`config.mk`:
```
export PLATFORM = sky130hd
export DESIGN_NAME = demux4_tdm_flat
export DESIGN_NICKNAME = d
export VERILOG_FILES = /design/src/rtl/demux4_tdm_pkg.sv /design/src/rtl/demux4_tdm_if.sv /design/src/rtl/demux4_shadow_reg.sv /design/src/rtl/demux4_tdm.sv /design/src/flat_wrapper.sv
export SDC_FILE = /design/constraint.sdc
export NUM_CORES = 1
export LEC_CHECK = 0
export ABC_AREA = 1
export BUFFER_PORTS_ARGS = -buffer_cell sky130_fd_sc_hd__buf_4
export CAP_MARGIN = 0
export CORE_MARGIN = 2
export CORE_UTILIZATION = 45
export CTS_CLUSTER_DIAMETER = 150
export CTS_CLUSTER_SIZE = 20
export DETAILED_ROUTE_END_ITERATION = 16
export GPL_TIMING_DRIVEN = 0
export PLACE_DENSITY = 0.82
export SETUP_SLACK_MARGIN = 0.1
export SYNTH_ARGS = -nofsm -noshare
export SYNTH_HDL_FRONTEND = slang
export SYNTH_HIERARCHICAL = 1
export SYNTH_SLANG_ARGS = --single-unit
export TNS_END_PERCENT = 100
```
`constraint.sdc`:
```
create_clock -name clk_i -period 1.3 [get_ports clk_i]
set_clock_uncertainty 0.05 [all_clocks]
set_input_delay 0.26 -clock clk_i [delete_from_list [all_inputs] [get_ports clk_i]]
set_output_delay 0.26 -clock clk_i [all_outputs]
set_load 0.1 [all_outputs]
```
`src/rtl/demux4_tdm_pkg.sv`:
```
// demux4_tdm_pkg: shared types and constants for the 4-slot TDM demultiplexer.
//   NUM_SLOTS  - slots per frame
//   slot_idx_t - slot index type
//   state_t    - framing FSM state (HUNT: searching for sync, LOCKED: aligned)
package demux4_tdm_pkg;
  localparam int NUM_SLOTS = 4;
  typedef logic [1:0] slot_idx_t;
  typedef enum logic {HUNT = 1'b0, LOCKED = 1'b1} state_t;
endpackage

```
`src/rtl/demux4_tdm_if.sv`:
```
// demux4_tdm_if: stream-in / frame-out bundle for demux4_tdm.
//   d_i, valid_i, sync_i             - TDM slot stream (driven by master)
//   y_o, frame_valid_o, locked_o,
//   slot_o, sync_err_o               - decoded frame and status (driven by slave)
interface demux4_tdm_if #(parameter int WIDTH = 1);
  import demux4_tdm_pkg::*;
  logic [WIDTH-1:0]   d_i;
  logic               valid_i;
  logic               sync_i;
  logic [4*WIDTH-1:0] y_o;
  logic               frame_valid_o;
  logic               locked_o;
  slot_idx_t          slot_o;
  logic               sync_err_o;

  modport master (output d_i, valid_i, sync_i,
                  input  y_o, frame_valid_o, locked_o, slot_o, sync_err_o);
  modport slave  (input  d_i, valid_i, sync_i,
                  output y_o, frame_valid_o, locked_o, slot_o, sync_err_o);
endinterface

```
`src/rtl/demux4_shadow_reg.sv`:
```
// demux4_shadow_reg: holds slots 0..2 of the frame being assembled.
//   clk_i, rst_i - clock, sync active-high reset
//   clr_i        - synchronous clear of all entries
//   we_i         - one-hot write enable, bit k writes entry k
//   d_i          - slot data
//   q_o          - entries, q_o[k] = slot k
module demux4_shadow_reg #(parameter int WIDTH = 1) (
  input  logic                  clk_i,
  input  logic                  rst_i,
  input  logic                  clr_i,
  input  logic [2:0]            we_i,
  input  logic [WIDTH-1:0]      d_i,
  output logic [2:0][WIDTH-1:0] q_o
);
  logic [2:0][WIDTH-1:0] shadow_q, shadow_d;

  // A write in the same cycle as a clear wins: early sync drops the partial
  // frame but keeps the new slot 0.
  always_comb begin
    shadow_d = clr_i ? '0 : shadow_q;
    for (int k = 0; k < 3; k++)
      if (we_i[k]) shadow_d[k] = d_i;
  end

  always_ff @(posedge clk_i) begin
    if (rst_i) shadow_q <= '0;
    else       shadow_q <= shadow_d;
  end

  assign q_o = shadow_q;
endmodule

```
`src/rtl/demux4_tdm.sv`:
```
// demux4_tdm: locks onto a 4-slot TDM stream via sync marker and presents
// complete frames in parallel with a one-cycle strobe.
//   clk_i, rst_i - clock, sync active-high reset
//   bus (slave)  - d_i/valid_i/sync_i in; y_o/frame_valid_o/locked_o/
//                  slot_o/sync_err_o out (all registered)
module demux4_tdm
  import demux4_tdm_pkg::*;
#(parameter int WIDTH = 1) (
  input  logic         clk_i,
  input  logic         rst_i,
  demux4_tdm_if.slave  bus
);
  state_t             state_q, state_d;
  slot_idx_t          slot_q, slot_d;
  logic [4*WIDTH-1:0] y_q, y_d;
  logic               fv_q, fv_d;
  logic               err_q, err_d;
  logic [2:0]         we;
  logic               clr;
  logic [2:0][WIDTH-1:0] shadow;

  demux4_shadow_reg #(.WIDTH(WIDTH)) u_shadow (
    .clk_i (clk_i),
    .rst_i (rst_i),
    .clr_i (clr),
    .we_i  (we),
    .d_i   (bus.d_i),
    .q_o   (shadow)
  );

  always_comb begin
    state_d = state_q;
    slot_d  = slot_q;
    y_d     = y_q;
    fv_d    = 1'b0;
    err_d   = 1'b0;
    we      = 3'b000;
    clr     = 1'b0;
    if (bus.valid_i) begin
      unique case (state_q)
        HUNT: begin
          if (bus.sync_i) begin
            we      = 3'b001;
            slot_d  = slot_idx_t'(1);
            state_d = LOCKED;
          end
        end
        LOCKED: begin
          if (bus.sync_i) begin
            // Sync anywhere but slot 0 drops the partial frame and restarts.
            if (slot_q != '0) begin
              err_d = 1'b1;
              clr   = 1'b1;
            end
            we     = 3'b001;
            slot_d = slot_idx_t'(1);
          end else if (slot_q == '0) begin
            err_d   = 1'b1;
            clr     = 1'b1;
            state_d = HUNT;
            slot_d  = '0;
          end else if (slot_q == slot_idx_t'(NUM_SLOTS-1)) begin
            // Last slot bypasses the shadow bank straight into the output.
            y_d    = {bus.d_i, shadow};
            fv_d   = 1'b1;
            slot_d = '0;
          end else begin
            we     = 3'b001 << slot_q;
            slot_d = slot_q + slot_idx_t'(1);
          end
        end
        default: state_d = HUNT;
      endcase
    end
  end

  always_ff @(posedge clk_i) begin
    if (rst_i) begin
      state_q <= HUNT;
      slot_q  <= '0;
      y_q     <= '0;
      fv_q    <= 1'b0;
      err_q   <= 1'b0;
    end else begin
      state_q <= state_d;
      slot_q  <= slot_d;
      y_q     <= y_d;
      fv_q    <= fv_d;
      err_q   <= err_d;
    end
  end

  assign bus.y_o           = y_q;
  assign bus.frame_valid_o = fv_q;
  assign bus.locked_o      = (state_q == LOCKED);
  assign bus.slot_o        = slot_q;
  assign bus.sync_err_o    = err_q;
endmodule

```
`src/flat_wrapper.sv`:
```
// flat-port wrapper written by rule: the top's interface ports become plain ports
module demux4_tdm_flat import demux4_tdm_pkg::*;
#(parameter int WIDTH = 1)
  (clk_i, rst_i, bus_d_i, bus_valid_i, bus_sync_i, bus_y_o, bus_frame_valid_o, bus_locked_o, bus_slot_o, bus_sync_err_o);
  demux4_tdm_if #(.WIDTH(WIDTH)) bus_i ();
  input  logic clk_i;
  input  logic rst_i;
  input wire logic [$bits(bus_i.d_i)-1:0] bus_d_i;
  input wire logic [$bits(bus_i.valid_i)-1:0] bus_valid_i;
  input wire logic [$bits(bus_i.sync_i)-1:0] bus_sync_i;
  output wire logic [$bits(bus_i.y_o)-1:0] bus_y_o;
  output wire logic [$bits(bus_i.frame_valid_o)-1:0] bus_frame_valid_o;
  output wire logic [$bits(bus_i.locked_o)-1:0] bus_locked_o;
  output wire logic [$bits(bus_i.slot_o)-1:0] bus_slot_o;
  output wire logic [$bits(bus_i.sync_err_o)-1:0] bus_sync_err_o;
  assign bus_i.d_i = bus_d_i;
  assign bus_i.valid_i = bus_valid_i;
  assign bus_i.sync_i = bus_sync_i;
  assign bus_y_o = bus_i.y_o;
  assign bus_frame_valid_o = bus_i.frame_valid_o;
  assign bus_locked_o = bus_i.locked_o;
  assign bus_slot_o = bus_i.slot_o;
  assign bus_sync_err_o = bus_i.sync_err_o;
  demux4_tdm #(.WIDTH(WIDTH)) u_core (.clk_i(clk_i), .rst_i(rst_i), .bus(bus_i));
endmodule
```
# --- Word level (Yosys, flattened, before mapping) ---
# Index checks and enable logic that the tools add are counted.
totals:
  output_inout_bits: 9
  word_cells: 49
  regBits: 12
  input_bits: 5
classes:
  n_eq_ne: 2
  reduce_logical: 8
  n_shift: 1
  addsub: 1
  n_bitwise: 4
  muxes: 25
ops:
  columns: ["operator", "count"]
  rows:
  - ["3-bit two-way mux", 5]
  - ["1-bit two-way mux", 13]
  - ["2-bit two-way mux", 4]
  - ["2-bit nonzero test", 4]
  - ["3-bit one-hot mux with 2 select lines", 1]
  - ["5-bit AND reduction", 1]
  - ["5-bit OR reduction", 1]
  - ["1-bit NOT", 4]
  - ["2-bit one-hot mux with 2 select lines", 1]
  - ["1-bit by 2-bit << shifter with 3-bit output (first input constant)", 1]
  - ["2-bit by 1-bit adder with 2-bit output (second input constant)", 1]
  - ["2-bit == test (second input constant)", 1]
  - ["2-bit zero test", 1]
  - ["2-bit inequality test (second input constant)", 1]
  - ["1-bit one-hot mux with 2 select lines", 1]
  - ["2-bit AND reduction", 1]

# --- Depth between registers and ports, before layout ---
depth:
  ltp_word: 7
  ltp_mapped: 9
  ltp_nobuf: 9

# --- By module ---
# The synthesis kept the hierarchy.
modules_own_cells:
  columns: ["module", "area_per_inst_um2", "cells_each", "n_inst", "seq_area_each_um2"]
  rows:
  - ["demux4_tdm", 500.5, 68, 1, 180.2]
  - ["demux4_shadow_reg", 120.1, 18, 1, 60.1]

# --- Worst setup path before layout ---
# No wires, ideal clock.
synth_path:
  path_type: "register to register"
  startpoint: "register u_core.slot_q[0], in the netlist u_core/bus.slot_o[0]"
  endpoint: "register u_core.y_q[0], in the netlist u_core/bus.y_o[0]"
  n_path_buf: 0
  t_required_ps: 1133
  path_stages_with_launch: 10
  arrival_time_ps: 2034
  synth_period_minus_slack_ps: 2201
  setup_ps: 117
  setup_slack_ps: -901
  cell_sequence: "dfxtp_1 inv_1 ha_1 inv_1 ha_1 nand2_1 nor2_8 nand2_1 nand2_1 nor2_1"
synth_via:
  elab_chain_len: 3
  elab_cells_between_ends: 4
  cone_classes: "1 x eq/ne; 1 x bitwise; 2 x reduce/logical"
synth_rtl:
  columns: ["element", "line", "rtl"]
  rows:
  - ["from (decl)", "demux4_tdm.sv:14", "slot_idx_t slot_q, slot_d;"]
  - ["from (signal assigned)", "demux4_tdm.sv:86", "slot_q <= slot_d;"]
  - ["2-bit zero test", "demux4_tdm.sv:57", "end else if (slot_q == '0) begin"]
  - ["1-bit NOT (no line)", null, null]
  - ["5-bit AND reduction (no line) (*)", null, null]
  - ["to (signal assigned)", "demux4_tdm.sv:87", "y_q <= y_d;"]
  - ["to (decl)", "demux4_tdm.sv:15", "logic [4*WIDTH-1:0] y_q, y_d;"]
# Every way passes the cells marked *; elsewhere a longest branch is shown, timed or not.
# A chain may end at the register's enable or synchronous reset.

# --- Final worst setup path ---
layout_path:
  startpoint: "register u_core.slot_q[0], in the netlist u_core/bus.slot_o[0]"
  endpoint: "register u_core.u_shadow.shadow_q, in the netlist u_core/u_shadow/q_o[2]"
layout_via:
  elab_cells_between_ends: 16
  cone_classes: "1 x eq/ne; 1 x shift; 11 x mux; 3 x reduce/logical"
layout_rtl:
  columns: ["element", "line", "rtl"]
  rows:
  - ["2-bit zero test or 2-bit nonzero test (tied branches)", "demux4_tdm.sv:57, demux4_tdm.sv:51", null]
  - ["1-bit two-way mux (on tied branches)", "demux4_tdm.sv:57, demux4_tdm.sv:51", null]
  - ["1-bit two-way mux (*)", "demux4_tdm.sv:49", "if (bus.sync_i) begin"]
  - ["1-bit two-way mux (*)", "demux4_tdm.sv:40", "unique case (state_q)"]
  - ["1-bit two-way mux (*)", "demux4_tdm.sv:39", "if (bus.valid_i) begin"]
  - ["via u_core.clr", "demux4_tdm.sv:19", "logic clr;"]
  - ["2-bit nonzero test (no line) (*)", null, null]
  - ["to (signal assigned)", "demux4_shadow_reg.sv:27", "else shadow_q <= shadow_d;"]
  - ["to (decl)", "demux4_shadow_reg.sv:15", "logic [2:0][WIDTH-1:0] shadow_q, shadow_d;"]
# Mark *: on every way through the listed nets, which the timed path passes. The rest lies on a longest branch.

==> key figures <==
Outcome
  – Status: finished with violations
  – Failing checks: negative setup slack

Placement
  – Routability-driven placement congestion ratio: 0.7900
  – Post-Place Worst Slack: -0.07369 ns
  – IO Port Bufs: 13
  – Placed cell count: 114
  – HPWL Detailed: 843.7 um

Power and ir drop
  – Clock Power Share: 0.340
  – Part of the power in registers: 0.443
  – Leak pwr: around 0.47 nW
  – Int Power: 0.0006161 W
  – Pwr Total: 0.0008643 W
  – PwrDens: 927.2 nW/um^2
  – Switch share: 0.2871
  – Combinational power share: 0.217
  – VDD IR max: 0.4831 mV
  – Psw: 0.0002481 W

Worst setup path
  – R2r setup slk: -0.06 ns
  – Kind of critical path: reg -> reg
  – Crit Path Max Fanout: 3
  – CP required: 1.42 ns
  – Setup crit start kind: flip-flop
  – CP arrival: roughly 1.5 ns
  – Critical Path Sink Type: flip-flop

Clock network
  – Worst-path clk slew: 0.08 ns
  – H-tree lvl count: 1
  – CTS hold repair buffers: 0
  – CTS tree: built
  – Root buf cell: clkbuf_4
  – Clock Latency Late Sink: 0.26 ns
  – Sink Count: 12
  – Cts bufs inserted: 3
  – Clock Tree Buf Depth: 2

STA
  – Hold WS: 0.1096 ns
  – Slew @ Worst Pin: 0.2793 ns
  – Max-slew violations: 0
  – Achievable Freq: 735.6 MHz
  – Period minus WS final: ~1.4 ns
  – Fin. Hold Viols: 0
  – Setup_tns: -0.1686 ns
  – RSZ-0062 raised after global routing: yes
  – Final WS setup: -0.05941 ns
  – Worst slew margin: 0.8153
  – Final Cycle Share: 1.046
  – Final setup violation count: 4

Synthesis
  – Largest area contributor in the synthesized netlist: dfxtp_1
  – Top post-synthesis cells by area: dfxtp_1 (39%), ha_1 (14%), nand2_1 (11%)
  – Cell variety after synth: 13
  – Top_reg_cell synth: dfxtp_1
  – Ys async rst share: 0
  – Synth Cell Area: 620.6 sq um
  – Mapped Cells: 86
  – Yosys warning count: 6
  – Yosys reg bits: 12
  – Commonest cells post-synth: nand2_1 (19), nor2_1 (19), inv_1 (16)
  – Syn avg cell area: about 7 sq um
  – Sequential fraction of the synthesis area: 0.3871
  – Post-synth EDFFs: 0
  – Synth top area share: 0.3871
  – Post-synthesis net count: 98

Floorplan
  – Die Ht: about 41 um
  – IO Count: 14
  – Initial core utilization: 0.4769
  – FP Rows: 13
  – Die X: around 40 um
  – Core area: 1301 sq um
  – Die Area: ~1700 sq um

Route
  – Final WL: 1.305 mm
  – Via count: 570
  – Drt wl/cell: 10.52 um
  – Pre-Repair DR Iteration Count: 4
  – Post-DRT Antenna Nets: 0
  – Iter 0 DRT Violations: 16
  – Vias per Instance: 4.597
  – Post-route DRC violation count: 0

Cells and area
  – Final cell count without fillers: 124
  – Fill count: 109
  – Layout Nets: 122
  – Share of layout cells above drive strength 1: 0.4587
  – Synth-to-Final Area Change: 50.20%
  – ANT cells: 0

Global route
  – Largest net degree at the start of global routing: 9
  – Overflow left after global routing: 0
  – Initial antenna violation count: 0
  – First-pass GRT wire length: about 2.0 mm
  – Vias in the first global route: 519
  – Tot GR Track Use: 0.1897

Hold path
  – Worst Hold Class: in -> reg

Run
  – Maxcap violations: 0
==> final timing paths <==
| path | to | startpoint | cells after the start |
|---|---|---|---|
| setup / recovery | u_core/u_shadow/q_o[2] | u_core/bus.slot_o[0] | 9 |
| hold / removal | u_core/bus.slot_o[1] | rst_i | 2 |
| setup reg to reg | u_core/u_shadow/q_o[2] | u_core/bus.slot_o[0] | 9 |
| hold reg to reg | u_core/bus.y_o[3] | u_core/bus.y_o[3] | 2 |
==> what timing repair did <==
action | in CTS | in global routing
gates resized for setup | 3 | 14
setup endpoints to repair | 10 | 17
pin swaps | 4 | 5
setup buffers | 6 | 0
==> cells by family after synthesis <==
logic type / Yosys count / share of synthesized area
fa+ha+maj: 7 / 0.1411
buf+inv: 17 / 0.1028
simple gates: 46 / 0.3307
compound gates: 4 / 0.03830
flops: 12 / 0.3871
==> worst max-delay path, stage by stage (launching register included) <==
cell and delay (ns):
dfxtp_4 0.36, inv_4 0.06, ha_4 0.14, inv_4 0.04
ha_4 0.26, inv_4 0.04, nor2_4 0.08, inv_2 0.06
a21oi_2 0.12, nor2_1 0.05
==> layout by cell type, fill, tap and decap left out, drive strengths merged <==
master,count
clkbuf,4
nand3,4
inv,17
a21oi,4
nand2,20
nor2,21
buf,19
dfxtp,12
nor3,1
ha,7
==> layout make-up <==
| cell class | instances | area [sq um] | area share |
|---|---|---|---|
| Multi-Input combinational cell | 57 | 370.4 | 0.3973 |
| Sequential cell | 12 | 259.0 | 0.2779 |
| Timing Repair Buffer | 19 | 173.9 | 0.1866 |
| Inverter | 17 | 73.82 | 0.07919 |
| Clock buffer | 4 | 36.28 | 0.03893 |
| Tap cell | 15 | 18.77 | 0.02013 |
==> sequential cells by signal (all words and copies together), names as in the netlist <==
name	cells
u_core/u_shadow/q_o	3
u_core/bus.sync_err_o	1
u_core/bus.slot_o	2
u_core/bus.frame_valid_o	1
u_core/bus.locked_o	1
u_core/bus.y_o	4
==> layer usage <==
layer,vias up,share of wire,GRT usage
li1,300,-,-
met5,-,0,0
met1,252,0.42,0.1916
met3,2,0.054,0.04891
met2,16,0.52,0.3516
met4,0,0.0061,0.09677
==> through the flow <==
| stage | util | instance area [sq um] |
|---|---|---|
| final | 0.7163 | 932.1 |
| after global routing | 0.7163 | 932.1 |
| after CTS | 0.6817 | 887.1 |
| after detailed placement | 0.6096 | 793.3 |
| after global placement | 0.6096 | 793.3 |
| after floorplan | - | 676.9 |
==> power groups by stage <==
stage	Clock [W]	Combinational, W	Sequential (W)
6_report	0.000294	0.000188	0.000383
5_1_grt	0.000326	0.000202	0.000384
4_1_cts	0.000306	0.000171	0.000382
3_5_place_dp	0	0.000141	0.000392
3_3_place_gp	0	0.000139	0.000392
2_1_floorplan	0	0.0000630	0.000434
(Power assumes the default switching activity.)
